File: config.mk
export PLATFORM = sky130hd
export DESIGN_NAME = sem_cfg_master
export DESIGN_NICKNAME = d
export VERILOG_FILES = /design/src/rtl/sem_cfg_master.sv
export SDC_FILE = /design/constraint.sdc
export NUM_CORES = 1
export LEC_CHECK = 0
export ABC_CLOCK_PERIOD_IN_PS = 1720
export BUFFER_PORTS_ARGS = -buffer_cell sky130_fd_sc_hd__buf_4
export CORE_MARGIN = 2
export CORE_UTILIZATION = 35
export CTS_BUF_LIST = sky130_fd_sc_hd__clkbuf_8 sky130_fd_sc_hd__clkbuf_16
export CTS_CLUSTER_SIZE = 12
export DETAILED_ROUTE_END_ITERATION = 16
export HOLD_SLACK_MARGIN = 0.06
export PLACE_DENSITY = 0.74
export SKIP_CTS_REPAIR_TIMING = 1
export SLEW_MARGIN = 20
export SYNTH_ARGS = -nofsm -noshare
export SYNTH_HDL_FRONTEND = slang
export SYNTH_SLANG_ARGS = --single-unit
File: constraint.sdc
create_clock -name clk -period 1.72 [get_ports clk]
set_input_delay 0.344 -clock clk [delete_from_list [all_inputs] [get_ports clk]]
set_output_delay 0.344 -clock clk [all_outputs]
set_load 0.02 [all_outputs]
File: src/rtl/sem_cfg_master.sv
// Bus initiator that stops a railway-crossing semaphore, reloads its period RAM,
// programs divider and run bits, then reads both control registers back to verify them.
module sem_cfg_master #(
  parameter int unsigned WORDS   = 16,
  parameter int unsigned M       = 8,
  parameter int unsigned TIMEOUT = 1024
) (
  input  logic        clk,
  input  logic        clrn,
  input  logic        start,
  input  logic [1:0]  div_sel,
  input  logic        run_en,
  input  logic        src_valid,
  input  logic [31:0] src_data,
  output logic        src_ready,
  output logic        ctl_wr,
  output logic        ctl_rd,
  output logic        ctl_addr,
  output logic [31:0] ctl_wrdata,
  input  logic [31:0] ctl_rddata,
  output logic        ram_wr,
  output logic [3:0]  ram_addr,
  output logic [31:0] ram_wrdata,
  output logic        busy,
  output logic        done,
  output logic        error,
  output logic        sat
);

  localparam int unsigned AW = 4;
  localparam int unsigned TW = $clog2(TIMEOUT + 1);
  localparam logic [31:0] SAT_MAX = 32'((64'(1) << M) - 64'(1));

  typedef enum logic [3:0] {
    S_IDLE, S_STOP, S_LOAD, S_DIV, S_RUNW, S_CHK0, S_CHK1, S_DONE, S_ERR
  } state_t;

  state_t        state;
  logic [1:0]    div_q;
  logic          run_q;
  logic [AW-1:0] wc;
  logic [TW-1:0] idle;

  logic          hs;
  logic          over;
  logic [31:0]   sat_data;

  // RAM port is driven straight from the handshake so each accepted word lands the same cycle
  assign hs         = (state == S_LOAD) && src_ready && src_valid;
  assign over       = (src_data >> M) != 32'd0;
  assign sat_data   = over ? SAT_MAX : src_data;
  assign ram_wr     = hs;
  assign ram_addr   = hs ? wc : '0;
  assign ram_wrdata = hs ? sat_data : '0;

  // Sequencer; outputs are loaded together with the state they belong to
  always_ff @(posedge clk or negedge clrn) begin
    if (!clrn) begin
      state      <= S_IDLE;
      div_q      <= '0;
      run_q      <= 1'b0;
      wc         <= '0;
      idle       <= '0;
      src_ready  <= 1'b0;
      ctl_wr     <= 1'b0;
      ctl_rd     <= 1'b0;
      ctl_addr   <= 1'b0;
      ctl_wrdata <= '0;
      busy       <= 1'b0;
      done       <= 1'b0;
      error      <= 1'b0;
      sat        <= 1'b0;
    end else begin
      ctl_wr     <= 1'b0;
      ctl_rd     <= 1'b0;
      ctl_addr   <= 1'b0;
      ctl_wrdata <= '0;
      done       <= 1'b0;
      case (state)
        S_IDLE: begin
          if (start) begin
            div_q  <= div_sel;
            run_q  <= run_en;
            error  <= 1'b0;
            sat    <= 1'b0;
            busy   <= 1'b1;
            ctl_wr <= 1'b1;
            state  <= S_STOP;
          end
        end
        S_STOP: begin
          src_ready <= 1'b1;
          wc        <= '0;
          idle      <= '0;
          state     <= S_LOAD;
        end
        S_LOAD: begin
          if (hs) begin
            idle <= '0;
            wc   <= wc + 1'b1;
            if (over) sat <= 1'b1;
            if (wc == AW'(WORDS - 1)) begin
              src_ready  <= 1'b0;
              ctl_wr     <= 1'b1;
              ctl_addr   <= 1'b1;
              ctl_wrdata <= {30'b0, div_q};
              state      <= S_DIV;
            end
          end else if (!src_valid) begin
            if (idle == TW'(TIMEOUT - 1)) begin
              src_ready <= 1'b0;
              ctl_wr    <= 1'b1;
              error     <= 1'b1;
              state     <= S_ERR;
            end else begin
              idle <= idle + 1'b1;
            end
          end
        end
        S_DIV: begin
          ctl_wr     <= 1'b1;
          ctl_wrdata <= {31'b0, run_q};
          state      <= S_RUNW;
        end
        S_RUNW: begin
          ctl_rd <= 1'b1;
          state  <= S_CHK0;
        end
        S_CHK0: begin
          if (ctl_rddata[0] != run_q) begin
            ctl_wr <= 1'b1;
            error  <= 1'b1;
            state  <= S_ERR;
          end else begin
            ctl_rd   <= 1'b1;
            ctl_addr <= 1'b1;
            state    <= S_CHK1;
          end
        end
        S_CHK1: begin
          if (ctl_rddata[1:0] != div_q) begin
            ctl_wr <= 1'b1;
            error  <= 1'b1;
            state  <= S_ERR;
          end else begin
            done  <= 1'b1;
            state <= S_DONE;
          end
        end
        S_DONE: begin
          busy  <= 1'b0;
          state <= S_IDLE;
        end
        S_ERR: begin
          busy  <= 1'b0;
          state <= S_IDLE;
        end
        default: state <= S_IDLE;
      endcase
    end
  end

endmodule
==> summary.md <==
| Metric | Value |
|---|---|
| Status | complete, but fails checks |
| Failing checks | setup timing |
| Initial core utilization | between 30% and 40% |
| Final setup viols | 23 |
| Delay-heaviest family, CP | simple AND/OR/NAND/NOR gates |
| Crit-path max cell delay | 0.39 ns |
| First-pass GRT wire length | roughly 8900 um |
| Period utilisation layout | 116% |
| Via/cell ratio | 5.01 |
| Crit path DAT | roughly 1.6 ns |
| Crit Path Class | register to primary output |
| Largest buffer count on any clock path | 2 |
| Pwr Density | roughly 1400 nW/um^2 |
| Top cell by count, worst path | buf_6 |
| Worst vdd ir | 0.000548 V |
| Nets | about 440 |
| Via count | between 2000 and 2500 |
| GRT busiest layer | met2 |
| CTS tree | done |
| Leakage | between 1.5 and 2 nW |
| Setup Skew | a little over 0.008 ns |
| Crit. End Element | primary output |
| Die ar. | 7390 um^2 |
| Final Worst Setup Slack | -0.267 ns |
| Syn Area/Cell | between 8 and 9 um^2 |
| Required @ worst endpoint | around 1.4 ns |
| Ratio of cells with drive above 1 in the final layout | 42.5% |
| Mapped Cells | 267 |
| CP cell instances | buf_6, nor4b_4, nand2_2, inv_4, o21a_4, buf_6 |
| Clk slew on worst S/H paths | around 0.070 ns |
| Met1 usage | 16.6% |
| Top FF cell, synth | dfrtp_1 |
| Rows | 29 |
| Count leader, synth | buf_4 |
| I/O pin count | 148 |
| CTS Buf Count | 5 |
| Critical-path top delay cell | dfrtp_1 |
| Half-perimeter wire length after placement | approximately 4400 um |
| Synth area leaders | dfrtp_1 34%, buf_4 17%, a31oi_1 3.5%, o21a_1 2.9%, a21oi_1 2.6% |
| Worst-path maximum fanout | 5 |
| M3 GR Usage | 4.14% |
| Met2 usage | about 28% |
| Root buf cell | clkbuf_8 |
| Yosys top cell by area | dfrtp_1 |
| Die height | 86.0 um |
| Wire per inst | around 14 um |
| DRT Wirelength | 6110 um |
| H-tree depth | 2 |
| Post-Syn Area | ~2400 um^2 |
| Minimum clock period | between 1.5 and 2 ns |
| Sequential cell area fraction in the yosys report | about 34% |
| Async set-reset flop share out of synthesis | 100% |
| Slew Viols, Final | 0 |
| Fillcell total | between 500 and 600 |
| Worst path buffer plus inverter count | 3 |
| # DRC | 0 |
| Top-area cell type share of the netlist area | between 30% and 40% |
| Clk Latency, worst-skew pair | 0.29 ns |
| Pre-CTS setup slack | -0.344 ns |
| ANT nets after route | 0 |
| Hold WC Path Type | input pin to register |
| Iteration-0 DRC Markers | around 130 |
| Pin count of the biggest net entering global routing | 33 |
| Clk sinks | 32 |
| RD Place Congestion | around 0.85 |
| GR Overflow Total | 0 |
| Fin. Hold Viols | 0 |
| Total of max-cap violations | 0 |
| Startpoint Class | register |
| FMAX | between 500 and 600 MHz |
| Most frequent cells after synthesis | 54 x buf_4, 32 x dfrtp_1, 13 x a31oi_1, 13 x nand2_1, 12 x a21oi_1 |
| Post-synthesis register bit count | 32 |
| Iteration count of the initial detailed-routing pass | 4 |
| Cell variety after synth | 50 |
| Tot GR Track Use | 15.1% |
| Antenna cells | 0 |
| Post-synth EDFFs | 0 |
| IO Port Bufs | 63 |
| Core footprint | about 6400 um^2 |
| Die width | ~86 um |
| Vias in the first global route | about 2000 |
| Area Overhead vs Synth | 44.2% |
| Worst hold margin | between 0.2 and 0.3 ns |
| Warnings from Yosys | 0 |
| Setup TNS | -3.37 ns |
| Initial antenna violation count | 0 |
| RSZ-0062 raised after global routing | true |
## logic make-up (layout without fill, tap and decap cells)
logic type,Yosys count,in the layout,synth area share [%]
xor gates and xnor gates,5,5,1.86
other,1,54,0.160
adders and majority gates,2,2,1.06
muxes,4,4,1.86
and+or+nand+nor,79,79,19.6
DFF,32,32,34.1
AOI/OAI and AO/OA,71,71,20.6
buffers and inverters,73,120,20.8
## per-layer routing
layer,part of all wire (%),vias to the layer above
li1,-,1060
met1,37,1046
met2,53,114
met3,9.0,6
met4,0.90,0
met5,0,-
## per-stage QoR
stage / power, mW / std cells / util, % / instance area (um^2)
floorplan: 2.65 / 320 / - / 2620
global placement: 3.38 / 427 / 46.1 / 2960
detailed placement: 3.44 / 427 / 46.1 / 2960
CTS: 4.18 / 435 / 47.8 / 3070
global route: 4.90 / 444 / 52.8 / 3390
finish: 4.62 / 444 / 52.8 / 3390
## power breakdown
part	total [mW]	switching (mW)	internal, mW
clock network	0.725	0.296	0.428
logic	2.73	1.38	1.35
registers	1.17	0.196	0.969
total	4.62	1.88	2.74
## layout by cell type, fill, tap and decap left out, types with 4 or more instances in the layout
cell      count
clkbuf_8      5
inv_1         7
dfrtp_1      32
a21oi_2       4
o21ai_1       4
a31oi_1      11
and3_4        4
nand2_1      12
nor4_1        7
o21a_4        8
a21o_1        7
buf_4        81
a21oi_1       8
o21ai_0       6
nand4_1       9
and3_1        5
nand2b_1      5
nand3_1       7
conb_1       54
nor2_1        8
buf_6        20
## cell type report
type,count,area [um^2],share of cell area [%]
well taps,77,96.3,2.84
repair inverters,1,6.26,0.185
inverters,8,35.0,1.03
multi-input cells,215,1480,43.7
clock buffers,5,68.8,2.03
clock inverters,3,42.5,1.26
repair buffers,103,858,25.3
flip-flops and latches,32,801,23.6
## flip-flops by register name, indices dropped and copies added (netlist names)
register,cells
ctl_addr,1
ctl_wr,1
div_q,2
busy,1
ctl_wrdata,2
run_q,1
src_ready,1
error,1
done,1
wc,4
idle,11
sat,1
state,4
ctl_rd,1
## final timing paths
path	startpoint	end	slack, ns	cells after the start
worst min register to register	idle[7]	idle[7]	0.51	1
min in group asynchronous	clrn	idle[4]	0.53	2
max in group asynchronous	clrn	run_q	0.89	2
worst min-delay path	div_sel[1]	div_q[1]	0.28	2
worst max-delay path	state[3]	ram_wrdata[6]	-0.27	6
worst max register to register	state[3]	idle[6]	-0.08	4
Power figures use the tool's default switching activity.
